### config.mk
export PLATFORM = sky130hd
export DESIGN_NAME = fifo_write_logic_flat
export DESIGN_NICKNAME = d
export VERILOG_FILES = /design/src/rtl/fifo_write_logic_pkg.sv /design/src/rtl/fifo_write_logic_if.sv /design/src/rtl/fifo_write_logic_slot_alloc.sv /design/src/rtl/fifo_write_logic.sv /design/src/flat_wrapper.sv
export SDC_FILE = /design/constraint.sdc
export NUM_CORES = 1
export LEC_CHECK = 0
export ABC_AREA = 1
export CAP_MARGIN = 20
export CORE_ASPECT_RATIO = 2
export CORE_UTILIZATION = 45
export CTS_BUF_LIST = sky130_fd_sc_hd__clkbuf_16
export CTS_CLUSTER_SIZE = 28
export DETAILED_ROUTE_END_ITERATION = 6
export GPL_TIMING_DRIVEN = 1
export PLACE_DENSITY = 0.81
export SLEW_MARGIN = 20
export SYNTH_ARGS = -nofsm -noshare
export SYNTH_HDL_FRONTEND = slang
export SYNTH_SLANG_ARGS = --single-unit
### constraint.sdc
create_clock -name clk -period 1.7 [get_ports clk]
set_clock_uncertainty 0.05 [all_clocks]
set_input_delay 0.34 -clock clk [delete_from_list [all_inputs] [get_ports clk]]
set_output_delay 0.34 -clock clk [all_outputs]
set_load 0.05 [all_outputs]
### src/rtl/fifo_write_logic_pkg.sv
// Shared definitions for the router ingress write stage: geometry, header
// byte offsets, FSM state encoding and the legal-size helper.
package fifo_write_logic_pkg;
  localparam int PTR_SZ      = 2;                     // slot index width
  localparam int PTR_IN_SZ   = 4;                     // byte index width within a slot
  localparam int UWIDTH      = 8;                     // byte width
  localparam int NUM_SLOTS   = 1 << PTR_SZ;
  localparam int MAX_PAYLOAD = (1 << PTR_IN_SZ) - 4;  // header(3) + crc(1) must fit a slot

  localparam logic [PTR_IN_SZ-1:0] SRC_IDX  = 4'd0;
  localparam logic [PTR_IN_SZ-1:0] DST_IDX  = 4'd1;
  localparam logic [PTR_IN_SZ-1:0] SIZE_IDX = 4'd2;
  localparam logic [PTR_IN_SZ-1:0] DATA_IDX = 4'd3;

  typedef enum logic [2:0] {
    ST_IDLE    = 3'd0,
    ST_DST     = 3'd1,
    ST_SIZE    = 3'd2,
    ST_PAYLOAD = 3'd3,
    ST_CRC     = 3'd4,
    ST_DISCARD = 3'd5
  } state_e;

  function automatic logic size_ok(input logic [UWIDTH-1:0] s);
    return (s != '0) && (s <= UWIDTH'(MAX_PAYLOAD));
  endfunction
endpackage

### src/rtl/fifo_write_logic_if.sv
// Ingress byte stream, fifo_memory write port and read-logic commit/release
// signals. slave = write stage, master = its environment.
interface fifo_write_logic_if;
  import fifo_write_logic_pkg::*;
  logic                  in_valid;
  logic                  in_sop;
  logic [UWIDTH-1:0]     in_data;
  logic                  in_ready;
  logic                  write_en;
  logic [PTR_SZ-1:0]     waddr;
  logic [PTR_IN_SZ-1:0]  waddr_in;
  logic [UWIDTH-1:0]     wdata;
  logic                  release_en;
  logic [PTR_SZ-1:0]     release_addr;
  logic [NUM_SLOTS-1:0]  slot_full;
  logic                  pkt_done;
  logic [PTR_SZ-1:0]     pkt_addr;
  logic [UWIDTH-1:0]     pkt_dest;
  logic                  drop_err;

  modport slave (
    input  in_valid, in_sop, in_data, release_en, release_addr,
    output in_ready, write_en, waddr, waddr_in, wdata, slot_full,
           pkt_done, pkt_addr, pkt_dest, drop_err
  );
  modport master (
    output in_valid, in_sop, in_data, release_en, release_addr,
    input  in_ready, write_en, waddr, waddr_in, wdata, slot_full,
           pkt_done, pkt_addr, pkt_dest, drop_err
  );
endinterface

### src/rtl/fifo_write_logic_slot_alloc.sv
// Slot bookkeeping: per-slot busy (being written) and full (committed) flags,
// lowest-index free-slot encoder, allocate/commit/free/release updates.
// Ports: i_alloc takes o_free_idx; i_commit/i_free act on i_slot;
// i_rel_en/i_rel_addr clear a committed slot; o_slot_full is the full bitmap.
module fifo_slot_alloc
  import fifo_write_logic_pkg::*;
(
  input  logic                 clk,
  input  logic                 rst,
  input  logic                 i_alloc,
  input  logic                 i_commit,
  input  logic                 i_free,
  input  logic [PTR_SZ-1:0]    i_slot,
  input  logic                 i_rel_en,
  input  logic [PTR_SZ-1:0]    i_rel_addr,
  output logic                 o_free_avail,
  output logic [PTR_SZ-1:0]    o_free_idx,
  output logic [NUM_SLOTS-1:0] o_slot_full
);
  logic [NUM_SLOTS-1:0] r_busy, r_full;
  logic [NUM_SLOTS-1:0] w_free;

  // Allocation looks only at registered flags, so a release becomes
  // visible to the encoder one cycle later.
  assign w_free       = ~(r_busy | r_full);
  assign o_free_avail = |w_free;
  assign o_slot_full  = r_full;

  always_comb begin
    o_free_idx = '0;
    for (int i = NUM_SLOTS - 1; i >= 0; i--)
      if (w_free[i]) o_free_idx = PTR_SZ'(i);
  end

  always_ff @(posedge clk or negedge rst) begin
    if (!rst) begin
      r_busy <= '0;
      r_full <= '0;
    end else begin
      for (int i = 0; i < NUM_SLOTS; i++) begin
        if (i_alloc && o_free_idx == PTR_SZ'(i))                r_busy[i] <= 1'b1;
        if ((i_commit || i_free) && i_slot == PTR_SZ'(i))       r_busy[i] <= 1'b0;
        // Commit and release never target the same slot: the slot being
        // committed is not full yet, so a release of it is a no-op anyway.
        if (i_commit && i_slot == PTR_SZ'(i))                   r_full[i] <= 1'b1;
        else if (i_rel_en && i_rel_addr == PTR_SZ'(i))          r_full[i] <= 1'b0;
      end
    end
  end
endmodule

### src/rtl/fifo_write_logic.sv
// Router input FIFO write stage. Parses src/dst/size/payload/crc packets from
// a valid/ready byte stream, writes every byte into its allocated slot one
// cycle after acceptance, and commits the slot on a good crc.
// Ports: clk, rst (async active-low), bus (slave modport: stream in,
// memory write port, commit/drop/release signals).
module fifo_write_logic
  import fifo_write_logic_pkg::*;
(
  input  logic               clk,
  input  logic               rst,
  fifo_write_logic_if.slave  bus
);
  state_e                 r_state, w_nxt_state;
  logic                   w_in_ready, w_wr, w_alloc, w_commit, w_free, w_drop;
  logic [PTR_IN_SZ-1:0]   w_off, w_last;
  logic                   w_free_avail;
  logic [PTR_SZ-1:0]      w_free_idx;
  logic [NUM_SLOTS-1:0]   w_slot_full;

  logic [PTR_SZ-1:0]      r_slot, r_waddr, r_pkt_addr;
  logic [UWIDTH-1:0]      r_dest, r_crc, r_wdata, r_pkt_dest;
  logic [PTR_IN_SZ-1:0]   r_size, r_cnt, r_waddr_in;
  logic                   r_write_en, r_pkt_done, r_drop_err;

  // Offset of the last payload byte; r_cnt tracks the next offset to write.
  assign w_last = r_size + (DATA_IDX - 4'd1);

  always_ff @(posedge clk or negedge rst) begin
    if (!rst) r_state <= ST_IDLE;
    else      r_state <= w_nxt_state;
  end

  always_comb begin
    w_nxt_state = r_state;
    w_in_ready  = 1'b0;
    w_wr        = 1'b0;
    w_alloc     = 1'b0;
    w_commit    = 1'b0;
    w_free      = 1'b0;
    w_drop      = 1'b0;
    w_off       = SRC_IDX;
    case (r_state)
      ST_IDLE: begin
        w_in_ready = w_free_avail | ~bus.in_sop;
        if (bus.in_valid && bus.in_sop && w_free_avail) begin
          w_alloc     = 1'b1;
          w_wr        = 1'b1;
          w_nxt_state = ST_DST;
        end
      end
      ST_DISCARD: begin
        w_in_ready = ~bus.in_sop;
        if (bus.in_valid && bus.in_sop) w_nxt_state = ST_IDLE;
      end
      ST_DST, ST_SIZE, ST_PAYLOAD, ST_CRC: begin
        w_in_ready = ~bus.in_sop;
        if (bus.in_valid && bus.in_sop) begin
          // Abort: sop is held off one cycle so IDLE can allocate cleanly.
          w_drop      = 1'b1;
          w_free      = 1'b1;
          w_nxt_state = ST_IDLE;
        end else if (bus.in_valid) begin
          w_wr = 1'b1;
          case (r_state)
            ST_DST: begin
              w_off       = DST_IDX;
              w_nxt_state = ST_SIZE;
            end
            ST_SIZE: begin
              w_off = SIZE_IDX;
              if (size_ok(bus.in_data)) begin
                w_nxt_state = ST_PAYLOAD;
              end else begin
                w_drop      = 1'b1;
                w_free      = 1'b1;
                w_nxt_state = ST_DISCARD;
              end
            end
            ST_PAYLOAD: begin
              w_off = r_cnt;
              if (r_cnt == w_last) w_nxt_state = ST_CRC;
            end
            default: begin  // ST_CRC
              w_off = r_cnt;
              if (bus.in_data == r_crc) w_commit = 1'b1;
              else begin
                w_drop = 1'b1;
                w_free = 1'b1;
              end
              w_nxt_state = ST_IDLE;
            end
          endcase
        end
      end
      default: w_nxt_state = ST_IDLE;
    endcase
  end

  always_ff @(posedge clk or negedge rst) begin
    if (!rst) begin
      r_slot     <= '0;
      r_dest     <= '0;
      r_size     <= '0;
      r_cnt      <= '0;
      r_crc      <= '0;
      r_write_en <= 1'b0;
      r_waddr    <= '0;
      r_waddr_in <= '0;
      r_wdata    <= '0;
      r_pkt_done <= 1'b0;
      r_pkt_addr <= '0;
      r_pkt_dest <= '0;
      r_drop_err <= 1'b0;
    end else begin
      r_write_en <= w_wr;
      if (w_wr) begin
        r_waddr    <= w_alloc ? w_free_idx : r_slot;
        r_waddr_in <= w_off;
        r_wdata    <= bus.in_data;
      end
      if (w_alloc) begin
        r_slot <= w_free_idx;
        r_crc  <= bus.in_data;
      end else if (w_wr) begin
        r_crc  <= r_crc ^ bus.in_data;
      end
      if (w_wr && r_state == ST_DST) r_dest <= bus.in_data;
      if (w_wr && r_state == ST_SIZE) begin
        r_size <= bus.in_data[PTR_IN_SZ-1:0];
        r_cnt  <= DATA_IDX;
      end else if (w_wr && r_state == ST_PAYLOAD) begin
        r_cnt  <= r_cnt + 4'd1;
      end
      r_pkt_done <= w_commit;
      if (w_commit) begin
        r_pkt_addr <= r_slot;
        r_pkt_dest <= r_dest;
      end
      r_drop_err <= w_drop;
    end
  end

  fifo_slot_alloc u_alloc (
    .clk          (clk),
    .rst          (rst),
    .i_alloc      (w_alloc),
    .i_commit     (w_commit),
    .i_free       (w_free),
    .i_slot       (r_slot),
    .i_rel_en     (bus.release_en),
    .i_rel_addr   (bus.release_addr),
    .o_free_avail (w_free_avail),
    .o_free_idx   (w_free_idx),
    .o_slot_full  (w_slot_full)
  );

  // in_ready is forced low while reset is asserted.
  assign bus.in_ready  = w_in_ready & rst;
  assign bus.write_en  = r_write_en;
  assign bus.waddr     = r_waddr;
  assign bus.waddr_in  = r_waddr_in;
  assign bus.wdata     = r_wdata;
  assign bus.slot_full = w_slot_full;
  assign bus.pkt_done  = r_pkt_done;
  assign bus.pkt_addr  = r_pkt_addr;
  assign bus.pkt_dest  = r_pkt_dest;
  assign bus.drop_err  = r_drop_err;
endmodule

### src/flat_wrapper.sv
// flat-port wrapper written by rule: the top's interface ports become plain ports
module fifo_write_logic_flat import fifo_write_logic_pkg::*;
  (clk, rst, bus_in_valid, bus_in_sop, bus_in_data, bus_release_en, bus_release_addr, bus_in_ready, bus_write_en, bus_waddr, bus_waddr_in, bus_wdata, bus_slot_full, bus_pkt_done, bus_pkt_addr, bus_pkt_dest, bus_drop_err);
  fifo_write_logic_if bus_i ();
  input  logic clk;
  input  logic rst;
  input wire logic [$bits(bus_i.in_valid)-1:0] bus_in_valid;
  input wire logic [$bits(bus_i.in_sop)-1:0] bus_in_sop;
  input wire logic [$bits(bus_i.in_data)-1:0] bus_in_data;
  input wire logic [$bits(bus_i.release_en)-1:0] bus_release_en;
  input wire logic [$bits(bus_i.release_addr)-1:0] bus_release_addr;
  output wire logic [$bits(bus_i.in_ready)-1:0] bus_in_ready;
  output wire logic [$bits(bus_i.write_en)-1:0] bus_write_en;
  output wire logic [$bits(bus_i.waddr)-1:0] bus_waddr;
  output wire logic [$bits(bus_i.waddr_in)-1:0] bus_waddr_in;
  output wire logic [$bits(bus_i.wdata)-1:0] bus_wdata;
  output wire logic [$bits(bus_i.slot_full)-1:0] bus_slot_full;
  output wire logic [$bits(bus_i.pkt_done)-1:0] bus_pkt_done;
  output wire logic [$bits(bus_i.pkt_addr)-1:0] bus_pkt_addr;
  output wire logic [$bits(bus_i.pkt_dest)-1:0] bus_pkt_dest;
  output wire logic [$bits(bus_i.drop_err)-1:0] bus_drop_err;
  assign bus_i.in_valid = bus_in_valid;
  assign bus_i.in_sop = bus_in_sop;
  assign bus_i.in_data = bus_in_data;
  assign bus_i.release_en = bus_release_en;
  assign bus_i.release_addr = bus_release_addr;
  assign bus_in_ready = bus_i.in_ready;
  assign bus_write_en = bus_i.write_en;
  assign bus_waddr = bus_i.waddr;
  assign bus_waddr_in = bus_i.waddr_in;
  assign bus_wdata = bus_i.wdata;
  assign bus_slot_full = bus_i.slot_full;
  assign bus_pkt_done = bus_i.pkt_done;
  assign bus_pkt_addr = bus_i.pkt_addr;
  assign bus_pkt_dest = bus_i.pkt_dest;
  assign bus_drop_err = bus_i.drop_err;
  fifo_write_logic u_core (.clk(clk), .rst(rst), .bus(bus_i));
endmodule
==> results.md, run 1 <==
- Outcome: complete, but fails checks
- Failing checks: DRC, setup timing
- Final-report max-slew violation count: 0
- Worst reg2reg path depth: 11
- Critical path required time: 1.90 ns
- Synth-to-Final Area Change: 49.2%
- DR vias: 2709
- Buffer depth of the longest clock path: 2
- Share of layout cells above drive strength 1: 34.5%
- Syn nets: 362
- Global route overflow: 0
- Global placement routability congestion: 0.853
- Yosys warns: 0
- Final layout net count: 455
- Yosys cell types: 27
- CP Depth: 11
- Cell Area, Synth: between 2000 and 3000 um^2
- Sequential share of the synthesized area: 54.2%
- Antenna-violating nets left: 0
- Vias in the first global route: 2690
- Total GRT Usage: 24.1%
- Slew margin rel.: between 70 and 80%
- Top FF cell, synth: dfrtp_1
- Yosys reg bits: 64
- Crit path max fanout: 4
- Worst-Skew Late Latency: 0.34 ns
- Critical path's largest stage delay: 0.42 ns
- Post-synth EDFFs: 0
- Drt pass-1 iters: 6
- PwrDens: ~1900 nW/um^2
- Iter 0 DRT Violations: 119
- Most common cell after layout, fill and taps aside: nand2_1
- Worst IR drop on VDD: 1320 uV
- CTS tree: yes
- Hold Buf Count CTS: 0
- Final TNS setup: -0.509 ns
- Slowest CP cell: dfrtp_2
- WHS: 0.0112 ns
- Commonest non-fill, non-tap cells in the layout: nand2_1 (102), buf_4 (62), dfrtp_1 (58)
- Final core occ: 69.9%
- Unrepaired setup endpoints after global routing: yes
- Period utilization: 107%
- Critical path's top delay family: simple AND/OR/NAND/NOR gates
- Site Rows: just over 40
- Avg Cell Area, Syn: 8.56 um^2
- Crit path cell chain: inv_2 > nand2_4 > nand2_2 > nand3_1 > nor2_2 > nand2_1 > nand3_1 > nand2_1 > nand2_2 > nand2_2 > a21oi_1
- Die area: between 6000 and 7000 um^2
- Worst hold-check path type: input port to asynchronous set/reset pin
- Syn Inst Count: 345
- DPL Wire Length: between 5000 and 6000 um
- Root buf cell: clkbuf_16
- Dpl ws: -0.433 ns
- Area of the core: 6310 um^2
- Total power: between 8 and 9 mW
- CP startpoint: u_core.r_state[0]
- Inserted Clock Buffers: 9
- Die Ht: 117 um
- WL final: between 8000 and 9000 um
- Final hold violations: 0
- Post-DR wirelength/cell: 15.4 um
- Ant diodes: 0
- Largest net degree at the start of global routing: 65
- WP data arrival: 2.03 ns
- H-tree levels: 3
- Buffers plus inverters on the worst setup path: 1
- I/O Buffers: 46
- First-pass GRT wire length: 12100 um
- Initial antenna violation count: 0
- Clock transition at the registers of the reported paths: 0.05 ns
- R2R Path Start: u_core.r_state[0]
- Final setup viols: 6
- Ys async rst share: between 90% and 100%
- Fin crit period: 1.83 ns
- Kind of end point of the critical path: flip-flop
- Ports: 47
- Num Clock Sinks: 64
- Setup Crit Path Kind: flip-flop to flip-flop
- Filler cells: 441
- Max-cap violations: 0
- Critical Path Start Type: flip-flop
- DRC viols: 2
- Worst Max-Slew Pin Slew: around 0.39 ns
- Vias per cell: between 5 and 6
- Maximum clock rate: 0.548 GHz
- CP dominant cell by count: nand2_2
- Initial Util: 46.8%
- Width of the die: 59.3 um
- Lkg Pwr: 2.31 nW
- Final Worst Setup Slack: -0.126 ns
[worst reg2reg max path: stages (launching register included)]
cell and delay (ns):
dfrtp_2 0.42, inv_2 0.08, nand2_4 0.06, nand2_2 0.12, nand3_1 0.11, nor2_2 0.19
nand2_1 0.13, nand3_1 0.09, nand2_1 0.08, nand2_2 0.13, nand2_2 0.13, a21oi_1 0.16
[metal layers]
layer | global-route usage [%] | vias up | share of wire, %
li1 | - | 1278 | -
met1 | 23.8 | 1294 | 35
met2 | 41.6 | 101 | 55
met3 | 7.75 | 36 | 4.5
met4 | 16.2 | 0 | 5.8
met5 | 0 | - | 0
[where the power goes]
group	internal [mW]	leakage, nW	switching, mW
Combinational	1.45	1.33	2.17
Clock	1.42	0.168	0.657
Sequential	2.06	0.818	0.414
[path summary, 6_finish.rpt]
kind / to / slack [ns]
min reg2reg: u_core.bus.pkt_dest[4] / 0.42
min: u_core.bus.pkt_dest[5] / 0.01
max: u_core.u_alloc.r_busy[1] / -0.13
min in group clk: u_core.bus.wdata[5] / 0.31
max reg2reg: u_core.u_alloc.r_busy[1] / -0.13
max in group asynchronous: u_core.u_alloc.o_slot_full[1] / 1.26
[cells in the mapped netlist, types with 4 or more instances]
| library cell | instances | area (um^2) |
|---|---|---|
| nand3_1 | 11 | 55.1 |
| inv_1 | 37 | 139 |
| o21ai_0 | 16 | 80.1 |
| xor2_1 | 10 | 87.6 |
| dfrtp_1 | 64 | 1600 |
| o21ai_1 | 13 | 65.1 |
| xnor2_1 | 11 | 96.3 |
| nand2_2 | 6 | 37.5 |
| inv_2 | 4 | 15.0 |
| nor2_1 | 14 | 52.6 |
| a21oi_1 | 11 | 55.1 |
| nand2_1 | 120 | 450 |
| buf_2 | 5 | 25.0 |
| nor3_1 | 4 | 20.0 |
[through the flow]
step           instances  instance area [um^2]
2_1_floorplan        345                  2970
3_3_place_gp         499                  3720
3_5_place_dp         499                  3720
4_1_cts              521                  4140
5_1_grt              529                  4410
6_report             529                  4410
[registers in the layout, summed over array words and instances, names as in the netlist]
name / flops
u_core.u_alloc.r_busy: 4
u_core.bus.wdata: 8
u_core.r_crc: 8
u_core.bus.write_en: 1
u_core.bus.pkt_dest: 8
u_core.r_dest: 8
u_core.r_cnt: 4
u_core.bus.waddr: 2
u_core.bus.pkt_done: 1
u_core.bus.pkt_addr: 2
u_core.r_size: 4
u_core.bus.waddr_in: 4
u_core.r_state: 3
u_core.bus.drop_err: 1
u_core.u_alloc.o_slot_full: 4
u_core.r_slot: 2
[cell type report]
class	count	area, um^2	area share, %
Clock inverter	7	111	2.53
Clock buffer	9	225	5.11
Tap cell	86	108	2.44
Sequential cell	64	1610	36.5
Timing Repair Buffer	89	833	18.9
Inverter	41	166	3.78
Multi-Input combinational cell	233	1360	30.7
[repair_timing]
action                                  in CTS  in global routing
pin swaps                                    6                 12
gates resized for setup                     22                 59
endpoints found under the setup margin      35                 57
setup buffers                                6                  8
[cell families after synthesis]
kind of cell	Yosys count	synth area share [%]
compound gates	50	9.53
xor+xnor	21	6.23
fa+ha+maj	2	0.847
buf+inv	48	6.56
flops	64	54.2
mux	2	0.762
simple gates	158	21.9
Note: power is estimated with default switching activity, not from simulation.
==> run 2, diff against run 1 <==
--- a/config.mk
+++ b/config.mk
@@ -5,9 +5,7 @@
 export SDC_FILE = /design/constraint.sdc
 export NUM_CORES = 1
 export LEC_CHECK = 0
-export ABC_AREA = 1
 export CAP_MARGIN = 20
-export CORE_ASPECT_RATIO = 2
 export CORE_UTILIZATION = 45
 export CTS_BUF_LIST = sky130_fd_sc_hd__clkbuf_16
 export CTS_CLUSTER_SIZE = 28
==> results.md, run 2 <==
- Post-synth top area share: 52.4% (-1.8 points)
- Worst hold-check path type: input port to asynchronous set/reset pin
- H-tree levels: 3 (unchanged)
- Ports: 47 (unchanged)
- Synth-to-Final Area Change: 60.2%
- Yosys top cell by area: dfrtp_1
- CTS tree: yes
- Commonest non-fill, non-tap cells in the layout: buf_4 (75), dfrtp_1 (59), nand2_1 (22)
- Ys async rst share: 100% (unchanged)
- Die Ht: 84.4 um (-28%)
- Sequential share of the synthesized area: 52.4% (-1.8 points)
- Final setup viols: 43 (+37)
- DPL Wire Length: 5470 um (+4.8%)
- Pint: 5.32 mW (+7.9%)
- Largest family of logic cells by synthesized area: simple AND/OR/NAND/NOR gates
- Seq pwr share: 29.7% (-0.6 points)
- Worst-Skew Late Latency: 0.33 ns (about the same)
- Clock share of power: 24.2% (-1.2 points)
- Total GRT Usage: 26.7% (+2.6 points)
- Inserted Clock Buffers: 9 (unchanged)
- Dominant cells by area after synthesis: dfrtp_1 (52%), mux2_2 (7.4%), nand2_1 (5.9%)
- DR vias: 2775 (+2.4%)
- Yosys warns: 0 (unchanged)
- Buffer depth of the longest clock path: 2 (unchanged)
- Buffers plus inverters on the worst setup path: 3 (+2)
- Top-count cell post-synth: dfrtp_1
- Syn nets: 295 (-19%)
- Fin crit period: 2.08 ns (+0.253 ns)
- R2R Path Start: u_core.r_state[0]
- Syn Inst Count: 278 (-19%)
- Total power: 8.80 mW (+7.7%)
- WP data arrival: 2.28 ns (+0.25 ns)
- Switching share of total power: 39.6% (-0.11 points)
- Drt pass-1 iters: 7 (+1)
- Antenna-violating nets left: 0 (unchanged)
- Initial antenna violation count: 0 (unchanged)
- Post-synthesis compound-gate area fraction: 11.5% (+1.9 points)
- Post-DR wirelength/cell: 21.8 um (+42%)
- Maximum clock rate: 0.481 GHz (-12%)
- Final layout net count: 415 (-8.8%)
- Slowest CP cell: dfrtp_1
- Setup Crit Path Kind: flip-flop to flip-flop
- PwrDens: 1800 nW/um^2 (-3.0%)
- Post-synthesis mux area share: 10.2% (+9.4 points)
- Initial Util: 47.3% (+0.47 points)
- Outcome: complete, but fails checks
- Ant diodes: 0 (unchanged)
- Slew margin rel.: 72.2% (-1.5 points)
- Vias in the first global route: 2760 (+2.6%)
- Final-report max-slew violation count: 0 (unchanged)
- XOR/XNOR share of the synthesized area: 6.23% (about the same)
- Logic pwr share: 46.0% (+1.7 points)
- Crit path cell chain: buf_6 > buf_6 > o21bai_4 > a21oi_4 > o21ai_4 > clkinvlp_4 > nand2_2 > xor2_1
- I/O Buffers: 46 (unchanged)
- Yosys reg bits: 64 (unchanged)
- First-pass GRT wire length: 14300 um (+19%)
- Width of the die: 84.4 um (+42%)
- Global placement routability congestion: 0.865 (+1.3%)
- Worst Max-Slew Pin Slew: 0.413 ns (+0.0195 ns)
- Vias per cell: 5.78 (+13%)
- Yosys cell types: 50 (+85%)
- WL final: 10500 um (+29%)
- Unrepaired setup endpoints after global routing: yes
- Root buf cell: clkbuf_16
- Crit path max fanout: 5 (+1)
- Critical path's top delay family: compound AO/OA/AOI/OAI gates
- Die area: 7120 um^2 (+3.0%)
- CP startpoint: u_core.r_state[0]
- Psw: 3.48 mW (+7.4%)
- Num Clock Sinks: 64 (unchanged)
- Critical path's largest stage delay: 0.42 ns (about the same)
- Failing checks: DRC, setup timing
- Worst IR drop on VDD: 1340 uV (+1.8%)
- Top FF cell, synth: dfrtp_1
- Clock transition at the registers of the reported paths: 0.06 ns (about the same)
- List of most frequent post-synthesis cells: dfrtp_1 (64), nand2_1 (48), mux2_2 (20), xor2_1 (18), nor2_1 (17)
- Final core occ: 75.7% (+5.9 points)
- Post-synth EDFFs: 0 (unchanged)
- Post-synthesis simple-gate area fraction: 16.3% (-5.6 points)
- Global route overflow: 0 (unchanged)
- Adder-Cell Fraction of Synth Area: 0.819% (-0.028 points)
- Lkg Pwr: 2.35 nW (+1.4%)
- Iter 0 DRT Violations: 181 (+52%)
- Area of the core: 6460 um^2 (+2.4%)
- Site Rows: 29 (-29%)
- DRC viols: 4 (+2)
- Avg Cell Area, Syn: 11.0 um^2 (+28%)
- CP dominant cell by count: buf_6
- Final hold violations: 0 (unchanged)
- Cell Area, Synth: 3050 um^2 (+3.4%)
- Critical Path Start Type: flip-flop
- Share of layout cells above drive strength 1: 53.6% (+19 points)
- Final Worst Setup Slack: -0.379 ns (-0.253 ns)
- Most common cell after layout, fill and taps aside: buf_4
- Period utilization: 122% (+15 points)
- Hold Buf Count CTS: 0 (unchanged)
- Kind of end point of the critical path: flip-flop
- Max-cap violations: 0 (unchanged)
- Largest net degree at the start of global routing: 65 (unchanged)
- Critical path required time: 1.90 ns (about the same)
[run 2: cell families (layout without fill, tap and decap cells)]
family                     after synthesis  after routing
xor gates and xnor gates                20             20
muxes                                   26             26
AOI/OAI and AO/OA                       49             49
DFF                                     64             64
and+or+nand+nor                        101            101
adders and majority gates                2              2
buffers and inverters                   16            141
[run 2: power by group through the flow]
| stage | combinational (mW) | sequential (mW) | clock (mW) |
|---|---|---|---|
| 6_report | 4.05 | 2.61 | 2.13 |
| 5_1_grt | 4.28 | 2.65 | 2.21 |
| 4_1_cts | 3.25 | 2.53 | 2.14 |
| 3_5_place_dp | 3.10 | 2.53 | 0 |
| 3_3_place_gp | 2.98 | 2.49 | 0 |
| 2_1_floorplan | 1.44 | 3.04 | 0 |
[run 2: final timing paths]
kind	depth (start not counted)	slack, ns	endpoint
worst min register to register	2	0.45	u_core.bus.wdata[3]
worst max-delay path	8	-0.38	u_core.r_crc[2]
min in group clk	4	0.41	u_core.bus.wdata[1]
worst min-delay path	2	0.06	u_core.bus.write_en
max in group asynchronous	2	1.26	u_core.r_state[2]
worst max register to register	8	-0.38	u_core.r_crc[2]
[run 2: layout make-up]
type	instances	area, um^2
Timing Repair Buffer	117	1100
Clock inverter	7	119
Clock buffer	9	225
Tap cell	77	96.3
Sequential cell	64	1610
Fill cell	376	1570
Multi-Input combinational cell	198	1710
Timing Repair inverter	1	7.51
Inverter	7	31.3
[run 2: stage by stage]
step	hold slack [ns]	TNS, ns	setup slack, ns	cell area [um^2]	cells
floorplan	-0.00559	-1.54	-0.147	3110	278
global placement	0.397	-25.97	-0.581	3990	445
detailed placement	0.406	-27.78	-0.695	3990	445
CTS	0.0528	-6.87	-0.324	4440	465
global route	0.0795	-13.01	-0.428	4890	480
finish	0.0566	-10.48	-0.379	4890	480
[run 2: metal layers]
metal | vias to the layer above | track usage, % | part of all wire [%]
met3 | 34 | 5.21 | 6.4
met5 | - | 0 | 0
met4 | 0 | 10.2 | 4.0
li1 | 1214 | - | -
met2 | 142 | 47.0 | 53
met1 | 1385 | 32.6 | 37
[run 2: timing repair]
item	CTS	global route
pin swaps	7	36
endpoints found under the setup margin	47	51
cloned	2	1
gates resized for setup	23	86
setup buffers	2	17
